==> src/rtl/jogo_pkg.sv <==
// ============================================================================
// jogo_pkg : state codes shared by the game control unit, debug display, bench
// Revision : 1.0
// ============================================================================
`default_nettype none
`timescale 1ns/1ps

package jogo_pkg;

    localparam int ESTADO_W = 4;

    typedef enum logic [ESTADO_W-1:0] {
        INICIAL     = 4'h0,
        PREPARACAO  = 4'h1,
        ESPERA      = 4'h2,
        REGISTRA    = 4'h3,
        COMPARA     = 4'h4,
        PROXIMO     = 4'h5,
        FIM_ACERTO  = 4'hA,
        FIM_TIMEOUT = 4'hD,
        FIM_ERRO    = 4'hE
    } estado_t;

endpackage

`default_nettype wire

==> src/rtl/contador_timeout.sv <==
// ============================================================================
// contador_timeout : saturating inactivity counter, fim flags the last cycle
// Revision : 1.0
// ============================================================================
`default_nettype none
`timescale 1ns/1ps

module contador_timeout #(
    parameter int TIMEOUT_CYCLES = 5000
) (
    input  logic clock,
    input  logic reset,
    input  logic clear,
    input  logic enable,
    output logic fim
);

    localparam int TW = $clog2(TIMEOUT_CYCLES + 1);
    localparam logic [TW-1:0] C_MAX    = TW'(TIMEOUT_CYCLES);
    localparam logic [TW-1:0] C_ULTIMO = TW'(TIMEOUT_CYCLES - 1);

    logic [TW-1:0] r_contagem;

    // Saturates at TIMEOUT_CYCLES so a long stay can never wrap back to fim.
    always_ff @(posedge clock) begin
        if (!reset) begin
            r_contagem <= '0;
        end else if (clear) begin
            r_contagem <= '0;
        end else if (enable && (r_contagem != C_MAX)) begin
            r_contagem <= r_contagem + TW'(1);
        end
    end

    assign fim = (r_contagem == C_ULTIMO);

endmodule

`default_nettype wire

==> src/rtl/unidade_controle_jogo.sv <==
// ============================================================================
// unidade_controle_jogo : Moore FSM sequencing the memory-game datapath
// Revision : 1.0
// ============================================================================
`default_nettype none
`timescale 1ns/1ps

module unidade_controle_jogo
    import jogo_pkg::*;
#(
    parameter int TIMEOUT_CYCLES = 5000
) (
    input  logic       clock,
    input  logic       reset,
    input  logic       iniciar,
    input  logic       jogada_feita,
    input  logic       igual,
    input  logic       fimC,
    output logic       zeraC,
    output logic       contaC,
    output logic       zeraR,
    output logic       registraR,
    output logic       pronto,
    output logic       acertou,
    output logic       errou,
    output logic       timeout,
    output logic [3:0] db_estado
);

    estado_t r_estado;
    estado_t w_proximo;
    logic    w_tmo_clear;
    logic    w_tmo_enable;
    logic    w_tmo_fim;

    contador_timeout #(
        .TIMEOUT_CYCLES(TIMEOUT_CYCLES)
    ) u_contador_timeout (
        .clock  (clock),
        .reset  (reset),
        .clear  (w_tmo_clear),
        .enable (w_tmo_enable),
        .fim    (w_tmo_fim)
    );

    // A play clears the counter in the same edge that leaves ESPERA.
    assign w_tmo_clear  = (r_estado == PREPARACAO) || (r_estado == PROXIMO) ||
                          ((r_estado == ESPERA) && jogada_feita);
    assign w_tmo_enable = (r_estado == ESPERA);

    always_ff @(posedge clock) begin
        if (!reset) begin
            r_estado <= INICIAL;
        end else begin
            r_estado <= w_proximo;
        end
    end

    always_comb begin
        w_proximo = INICIAL;
        case (r_estado)
            INICIAL:     w_proximo = iniciar ? PREPARACAO : INICIAL;
            PREPARACAO:  w_proximo = ESPERA;
            ESPERA: begin
                if (jogada_feita) begin
                    w_proximo = REGISTRA;
                end else if (w_tmo_fim) begin
                    w_proximo = FIM_TIMEOUT;
                end else begin
                    w_proximo = ESPERA;
                end
            end
            REGISTRA:    w_proximo = COMPARA;
            COMPARA: begin
                if (!igual) begin
                    w_proximo = FIM_ERRO;
                end else if (fimC) begin
                    w_proximo = FIM_ACERTO;
                end else begin
                    w_proximo = PROXIMO;
                end
            end
            PROXIMO:     w_proximo = ESPERA;
            FIM_ACERTO:  w_proximo = iniciar ? PREPARACAO : FIM_ACERTO;
            FIM_ERRO:    w_proximo = iniciar ? PREPARACAO : FIM_ERRO;
            FIM_TIMEOUT: w_proximo = iniciar ? PREPARACAO : FIM_TIMEOUT;
            default:     w_proximo = INICIAL;
        endcase
    end

    // Outputs decode only the registered state, keeping zeraC glitch-free.
    always_comb begin
        zeraC     = 1'b0;
        contaC    = 1'b0;
        zeraR     = 1'b0;
        registraR = 1'b0;
        pronto    = 1'b0;
        acertou   = 1'b0;
        errou     = 1'b0;
        timeout   = 1'b0;
        case (r_estado)
            PREPARACAO: begin
                zeraC = 1'b1;
                zeraR = 1'b1;
            end
            REGISTRA:    registraR = 1'b1;
            PROXIMO:     contaC = 1'b1;
            FIM_ACERTO: begin
                pronto  = 1'b1;
                acertou = 1'b1;
            end
            FIM_ERRO: begin
                pronto = 1'b1;
                errou  = 1'b1;
            end
            FIM_TIMEOUT: begin
                pronto  = 1'b1;
                timeout = 1'b1;
            end
            default: ;
        endcase
    end

    assign db_estado = r_estado;

endmodule

`default_nettype wire

==> config.mk <==
export PLATFORM = sky130hd
export DESIGN_NAME = unidade_controle_jogo
export DESIGN_NICKNAME = d
export VERILOG_FILES = /design/src/rtl/jogo_pkg.sv /design/src/rtl/contador_timeout.sv /design/src/rtl/unidade_controle_jogo.sv
export SDC_FILE = /design/constraint.sdc
export NUM_CORES = 1
export LEC_CHECK = 0
export CORE_ASPECT_RATIO = 2
export CORE_MARGIN = 2
export CORE_UTILIZATION = 35
export CTS_CLUSTER_DIAMETER = 200
export DETAILED_ROUTE_END_ITERATION = 10
export PLACE_DENSITY = 0.68
export SYNTH_ARGS = -nofsm -noshare
export SYNTH_HDL_FRONTEND = slang
export SYNTH_SLANG_ARGS = --single-unit
==> constraint.sdc <==
create_clock -name clock -period 2.4 [get_ports clock]
set_input_delay 0.36 -clock clock [delete_from_list [all_inputs] [get_ports clock]]
set_output_delay 0.36 -clock clock [all_outputs]
set_load 0.01 [all_outputs]
After elaboration in Yosys (flattened, before gate mapping). Index checks and enable logic that the tools add are counted.

Register bits after elaboration: 17. Input bits: 6. Word-level logic and storage cells: 38.

$add $sub $neg: 1. Equal/unequal tests: 10. Mux-type cells: 16. Bitwise logic cells: 1. Reductions and logical operators: 8.

Operators by type and width (number): $pmux W4 S8 (1); $mux W4 (7); $add A13 B1 Y13 const B (1); $eq A13 B13 Y1 const B (1); $ne A13 B13 Y1 const B (1); $eq A4 B4 Y1 const B (3); $eq A4 B2 Y1 const B (2); $eq A4 B3 Y1 const B (2); $mux W1 (8); $eq A4 B1 Y1 const B (1); $logic_not A4 Y1 (1); $reduce_or A2 Y1 (2); $reduce_or A3 Y1 (1); $logic_and A1 B1 Y1 (2); $logic_or A1 B1 Y1 (2); $not A1 Y1 (1).

Depth between registers and ports, before layout. Gate-level depths: netlist of the first run.

Depth after elaboration: 4. Depth in mapped cells: 6.

By module. Synthesis of the first run repeated with hierarchy kept, for this count alone.

Cells, all modules: 130. Area, all modules: 1076.0 um^2.

By module, submodules not included: contador_timeout (times used 1, cells an instance 75, area each 651.9 um^2, seq. area each 260.2 um^2); unidade_controle_jogo (times used 1, cells an instance 55, area each 424.2 um^2, seq. area each 80.1 um^2).

Worst setup path before layout of the first run. No wires, ideal clock.

Kind: register to register. Start point: register r_estado[3], in the netlist db_estado[3]. End point: register u_contador_timeout.r_contagem[12]. Setup time: 0.070 ns. Arrival time: 1.620 ns. Required time: 2.330 ns. Setup slack: 0.710 ns. Stages on the path, launching flop included: 5. Path buffers: 0. Cell sequence: dfxtp_1 nor4b_4 nand4_2 or4_1 a21oi_1.

Word-level cells in the longest chain between the ends: 4. Elaborated cells on any way between the ends: 8. Classes of those cells: eq/ne (3); reduce/logical (5).

Ends and longest elaborated chain: from (decl) (line unidade_controle_jogo.sv:30) `estado_t r_estado;`; from (signal assigned) (line unidade_controle_jogo.sv:55) `r_estado <= w_proximo;`; $eq A4 B1 Y1 (tied with other cells) (line unidade_controle_jogo.sv:47) `assign w_tmo_clear = (r_estado == PREPARACAO) || (r_estado == PROXIMO) ||`; $logic_or A1 B1 Y1 or $logic_and A1 B1 Y1 (tied branches) (line unidade_controle_jogo.sv:47, unidade_controle_jogo.sv:48); $logic_or A1 B1 Y1 (line unidade_controle_jogo.sv:47); $reduce_or A2 Y1 (no source line); to (signal assigned) (line contador_timeout.sv:31) `r_contagem <= r_contagem + TW'(1);`; to (decl) (line contador_timeout.sv:22) `logic [TW-1:0] r_contagem;`.

Parallel ways exist; a longest one is shown, timed or not. A chain may end at the register's enable or synchronous reset.

Final worst setup path of the first run.
Start point: register r_estado[2], in the netlist db_estado[2]. End point: output timeout.

Word-level cells in the longest chain between the ends: 2.

Ends and longest elaborated chain: $eq A4 B4 Y1 (line unidade_controle_jogo.sv:101) `case (r_estado)`; $mux W1 (line unidade_controle_jogo.sv:101); to (decl) (line unidade_controle_jogo.sv:26) `output logic timeout,`.

Every way passes these cells.

==> impl_metrics.yaml, run 1 <==
routing:
  drt_iter0_markers: 18
  vias_per_cell: 5.983
  drtPass1Iterations: 4
  dr_wl_met2_um: 1524
  drc: 0
  wl_um: 2753
  met3_wirelength_um: 126
  top_layer: "met4"
  wire_per_inst_um: 15.82
  detailroute.via_count: 1041
  wl_met1_um: 991
  antenna_left: 0
cts:
  cts_tree: "done"
  clkLatencyLatePin_ns: 0.25
  cts.sinks: 17
  post_cts_buffers: 0
  cts_inserted_buffers: 3
  holdBufCountCts: 0
  clkSlewWorstSetupHoldPaths_ns: 0.07
  root_buffer: "clkbuf_8"
  cts_buffer_depth: 2
  htreeDepth: 1
sta:
  slew_viol_final: 0
  fmax_ghz: 0.4516
  max-slew-margin-rel_pct: 63.46
  worstMarginPinSlew_ns: 0.5424
  min_period_ns: 2.214
  period_share_pct: 92.26
  finalSetupViolCount: 0
  skew_ns: 0.004678
  final-hold-violation-count: 0
  fin_tns_setup_ns: 0
  rsz0062_at_grt: "false"
setup_path:
  crit_path_end_kind: "output port"
  path_class: "reg -> out"
  crit_chain: "nor2b_1 > nand3_1 > inv_1 > clkdlybuf4s50_1"
  slowest_delay_ns: 0.60
  critPathSlowestCell: "dfxtp_1"
  cp_num_buf_inv: 2
  critical_path_required_ns: 2.04
  cp-start-kind: "flop"
  critPathArrivalTime_ns: 1.85
  cp_top_family: "buffers and inverters"
  cp_max_fo: 13
die:
  initial_core_util_pct: 36.40
  rows: 28
  io-pin-count: 18
  fp.dieH_um: 81.77
  coreArea_sq_um: 2908
  fp.dieArea_sq_um: 3507
  die-width_um: 42.89
synth:
  synth_edf_count: 0
  synth_top_area_share_pct: 32.15
  syn_area_sq_um: 1059
  synthCells: 132
  seq_area_frac_synth_pct: 32.15
  yosysUniqueCellTypes: 36
  synth-seq-cells: 17
  ys.flop_type: "dfxtp_1"
  ys_top_cells_by_area: "dfxtp_1, a21oi_1, o21ai_0"
  synthArstFlopShare_pct: 0
  syn_avg_cell_area_sq_um: 8.019
  synth_largest_area_cell: "dfxtp_1"
  yosys_warnings: 0
  syn_nets: 140
final_layout:
  fill_cells: 302
  layout_commonest_cell: "clkdlybuf4s50_1"
  syn_to_final_growth_pct: 20.57
  multiInputGateArea_sq_um: 654.4
  final_cell_mix: "clkdlybuf4s50_1, dfxtp_1, a21oi_1"
  drive_gt1_share_pct: 6.250
  antenna_cells: 0
  regArea_sq_um: 341.6
  num-nets-final: 153
global_route:
  grt_pass1_vias: 1088
  grt-ovfl-total: 0
  grt_pass1_wl_um: 4623
  grtUsageTotal_pct: 17.06
  grt_max_degree: 17
  antenna_found_initial: 0
outcome:
  status: "completed"
pwr:
  p_leak_nw: 0.4229
  power_density_nw_per_um2: 530.7
  max-vdd-ir-drop_mv: 0.3209
  finalPower_mw: 0.6773
placed_design:
  gp_congestion: 0.7466
  dp_hpwl_um: 2056
  port_buffers: 17
worst_hold_path:
  min_path_type: "reg -> reg"
run:
  maxCapViolations: 0
[repair_timing]
| action | 4_1_cts | 5_1_grt |
|---|---|---|
| endpoints found under the setup margin | 0 | 1 |
| hold endpoints to repair | 0 | 0 |
| resized for setup | 0 | 1 |
[layer usage]
layer | track usage [%] | vias up
met1 | 15.05 | 486
met2 | 33.64 | 35
met5 | 0 | -
li1 | - | 509
met4 | 10.00 | 0
met3 | 3.516 | 11
[area by class of cell]
type	count	area share (%)
Multi-Input combinational cell	99	51.27
Inverter	7	2.059
Clock buffer	3	3.235
Clock inverter	1	0.3922
Tap cell	30	2.941
Sequential cell	17	26.76
Timing Repair Buffer	17	13.33
[cells by family after synthesis]
logic type / count (synthesis) / share of synthesized area [%]
buffers and inverters: 16 / 6.029
AO/OA/AOI/OAI: 38 / 20.57
flip-flops: 17 / 32.15
XOR/XNOR: 3 / 2.483
adder cells (fa/ha/maj): 2 / 2.364
AND/OR/NAND/NOR: 56 / 36.41
[synth_stat cells, types with 2 or more instances]
library cell / instances
or3_1: 5
ha_1: 2
xor2_1: 3
dfxtp_1: 17
inv_1: 7
o21ai_1: 2
nand2_1: 9
o31ai_1: 4
a21oi_1: 15
nand3b_1: 4
clkbuf_1: 8
nor2_1: 7
nor2b_1: 3
nand3_1: 2
or4b_1: 2
or4_1: 5
nand4_1: 4
and3_1: 3
a21boi_0: 2
a31oi_1: 2
o21ai_0: 9
nor3b_1: 3
[metrics by stage]
stage	std cells	util (%)	hold slack (ns)	worst slack, ns	instance area (sq um)
2_1_floorplan	132	-	0.4475	0.7096	1059
3_3_place_gp	170	42.25	0.4647	0.4176	1229
3_5_place_dp	170	42.25	0.4936	0.3631	1229
4_1_cts	174	43.85	0.5092	0.05567	1275
5_1_grt	174	43.89	0.5493	0.05773	1276
6_report	174	43.89	0.5072	0.1859	1276
[power by group]
| part | total [mW] | internal (mW) | switching [mW] |
|---|---|---|---|
| Combinational | 0.142 | 0.0717 | 0.0700 |
| Sequential | 0.323 | 0.293 | 0.0302 |
| Clock | 0.213 | 0.115 | 0.0974 |
[registers in the layout, summed over array words and instances (netlist names)]
name,cells
u_contador_timeout.r_contagem,13
db_estado,4
[worst register-to-register path: cells and delay by family (launching register included)]
kind	cells	cell delay, ns
AO/OA/AOI/OAI	1	0.16
AND/OR/NAND/NOR	3	1.22
flip-flops	1	0.57
[worst paths after layout]
check | from | to | cells past startpoint | slack (ns)
worst max-delay path | db_estado[2] | timeout | 4 | 0.19
worst min-delay path | u_contador_timeout.r_contagem[6] | u_contador_timeout.r_contagem[6] | 2 | 0.51
worst max register to register | db_estado[1] | u_contador_timeout.r_contagem[12] | 4 | 0.37
worst min register to register | u_contador_timeout.r_contagem[6] | u_contador_timeout.r_contagem[6] | 2 | 0.51
Power figures use the tool's default switching activity.
==> run 2, diff against run 1 <==
--- a/config.mk
+++ b/config.mk
@@ -5,12 +5,13 @@
 export SDC_FILE = /design/constraint.sdc
 export NUM_CORES = 1
 export LEC_CHECK = 0
+export ABC_AREA = 1
 export CORE_ASPECT_RATIO = 2
 export CORE_MARGIN = 2
 export CORE_UTILIZATION = 35
 export CTS_CLUSTER_DIAMETER = 200
 export DETAILED_ROUTE_END_ITERATION = 10
-export PLACE_DENSITY = 0.68
+export PLACE_DENSITY = 0.67
 export SYNTH_ARGS = -nofsm -noshare
 export SYNTH_HDL_FRONTEND = slang
 export SYNTH_SLANG_ARGS = --single-unit
==> run 2 against run 1 <==
  * Synthesized area grew 17%
  * Via count grew 15%
  * Setup slack gained 0.18 ns
  * Maximum frequency grew 8.9%
  * Utilization shrank 0.85 points
  * Critical path type unchanged
  * Register-to-register slack gained 0.40 ns
  * Routed wire length grew 2.8%
  * Non-clock buffer count is the same
  * Cell count grew 37%
  * Power grew 5.7%
==> impl_metrics.yaml, run 2 <==
placed_design:
  port_buffers: 17
  dp_hpwl_um: 2324
  gp_congestion: 0.8025
synth:
  synth_top_area_share_pct: 27.59
  syn_avg_cell_area_sq_um: 6.493
  synthArstFlopShare_pct: 0
  yosysUniqueCellTypes: 23
  seq_area_frac_synth_pct: 27.59
  ys.flop_type: "dfxtp_1"
  synthCells: 190
  synth-seq-cells: 17
  ys_top_cells_by_area: "dfxtp_1, nand2_1, nor2_1"
  synth_edf_count: 0
  synth_largest_area_cell: "dfxtp_1"
  syn_nets: 198
  netlist_top_cells_count: "nand2_1, nor2_1, inv_1"
  syn_area_sq_um: 1234
  synth.most_common_cell: "nand2_1"
  yosys_warnings: 0
setup_path:
  cp_max_fo: 5
  cp-start-kind: "flop"
  worstReg2RegEnd: "u_contador_timeout.r_contagem[8]"
  slowest_delay_ns: 0.53
  critPathArrivalTime_ns: 1.67
  r2r-start: "u_contador_timeout.r_contagem[0]"
  crit_chain: "nand2_1 > or2_2 > nor2_1 > clkdlybuf4s50_1"
  crit_path_end_kind: "output port"
  ff2ff_path_depth: 7
  critical_path_required_ns: 2.04
  rrSetupSlack_ns: 0.77
  critPathSlowestCell: "clkdlybuf4s50_1"
  path_class: "reg -> out"
routing:
  wire_per_inst_um: 11.84
  drtPass1Iterations: 4
  detailroute.via_count: 1196
  met3_wirelength_um: 51
  wl_um: 2829
  wl_met1_um: 990
  drt_iter0_markers: 13
  antenna_left: 0
  dr_wl_met2_um: 1750
  vias_per_cell: 5.004
  drc: 0
  top_layer: "met4"
pwr:
  power_density_nw_per_um2: 492.4
  finalPower_mw: 0.7159
  p_leak_nw: 0.5216
  max-vdd-ir-drop_mv: 0.3505
cts:
  cts_buffer_depth: 2
  post_cts_buffers: 0
  clkLatencyLatePin_ns: 0.25
  cts_resized: 0
  cts_tree: "done"
  root_buffer: "clkbuf_8"
  htreeDepth: 1
  clkSlewWorstSetupHoldPaths_ns: 0.06
  cts.sinks: 17
  cts_inserted_buffers: 3
  holdBufCountCts: 0
sta:
  skew_ns: 0.0007611
  min_period_ns: 2.034
  finalSetupViolCount: 0
  max-slew-margin-rel_pct: 78.45
  fmax_ghz: 0.4917
  worstMarginPinSlew_ns: 0.3221
  rsz0062_at_grt: "false"
  final-hold-violation-count: 0
  period_share_pct: 84.74
  slew_viol_final: 0
  fin_tns_setup_ns: 0
final_layout:
  drive_gt1_share_pct: 13.04
  layout_commonest_cell: "nand2_1"
  largest_register_ffs: 13
  syn_to_final_growth_pct: 17.85
  regMostFlops: "u_contador_timeout.r_contagem"
  final_cell_mix: "nand2_1, nor2_1, inv_1"
  num-nets-final: 216
  antenna_cells: 0
global_route:
  grtUsageTotal_pct: 15.92
  grt-ovfl-total: 0
  grt_pass1_wl_um: 4657
  grt_pass1_vias: 1149
  grt_max_degree: 14
  antenna_found_initial: 0
worst_hold_path:
  whs_path_depth: 2
  hp-start: "u_contador_timeout.r_contagem[7]"
  min_path_type: "reg -> reg"
  min_to: "u_contador_timeout.r_contagem[7]"
die:
  fp.dieArea_sq_um: 4044
  die-width_um: 45.98
  fp.dieH_um: 87.96
  coreArea_sq_um: 3378
  rows: 30
  io-pin-count: 18
  initial_core_util_pct: 36.52
run:
  maxCapViolations: 0
outcome:
  status: "completed"
[run 2: changes by cell type after synthesis, sizes merged, moves of 8 or more]
cell	before	now
inv	7	26
nand2	9	58
o21ai	11	3
nand3	2	17
clkbuf	8	0
nor2	7	30
[run 2: layer usage]
| layer | vias up | track usage [%] |
|---|---|---|
| met3 | 4 | 1.856 |
| met2 | 19 | 34.34 |
| li1 | 632 | - |
| met4 | 0 | 5.455 |
| met1 | 541 | 12.63 |
| met5 | - | 0 |
[run 2: critical path, delay by kind of cell (launching register included)]
kind | cells | cell delay (ns)
buffers and inverters | 1 | 0.53
flip-flops | 1 | 0.39
AND/OR/NAND/NOR | 3 | 0.50
[run 2: cell families (layout without fill, tap and decap cells)]
logic type                 Yosys count  in the layout  synth area share [%]
AOI/OAI and AO/OA                   22             22                 12.88
xor gates and xnor gates             7              7                 4.970
adders and majority gates            2              2                 2.028
buffers and inverters               30             47                 10.95
DFF                                 17             17                 27.59
and+or+nand+nor                    112            112                 41.58
[run 2: where the power goes]
group,switching [mW],internal (mW)
Sequential,0.0159,0.295
Combinational,0.119,0.0716
Clock,0.0973,0.118
Total,0.232,0.484
[run 2: worst max path at each step]
stage | from | slack (ns) | endpoint
2_1_floorplan | u_contador_timeout.r_contagem[0] | 1.05 | u_contador_timeout.r_contagem[8]
3_3_place_gp | db_estado[0] | 0.66 | contaC
3_5_place_dp | db_estado[1] | 0.64 | acertou
4_1_cts | db_estado[1] | 0.36 | acertou
5_1_grt | db_estado[3] | 0.26 | pronto
6_report | db_estado[0] | 0.37 | contaC
[run 2: final cells by class]
type	instances	area (sq um)
inverters	26	100.1
clock buffers	4	45.04
fillers	375	1924
repair buffers	17	170.2
flip-flops and latches	17	340.3
well taps	32	40.04
multi-input cells	143	758.2
[run 2: metrics by stage]
step	util [%]	std cells	area (sq um)	hold slack, ns	setup slack, ns
after floorplan	-	190	1234	0.4814	1.048
after global placement	41.70	235	1409	0.5038	0.6560
after detailed placement	41.70	235	1409	0.5120	0.6381
after CTS	43.04	239	1454	0.5222	0.3593
after global routing	43.04	239	1454	0.5439	0.2635
final	43.04	239	1454	0.5196	0.3663
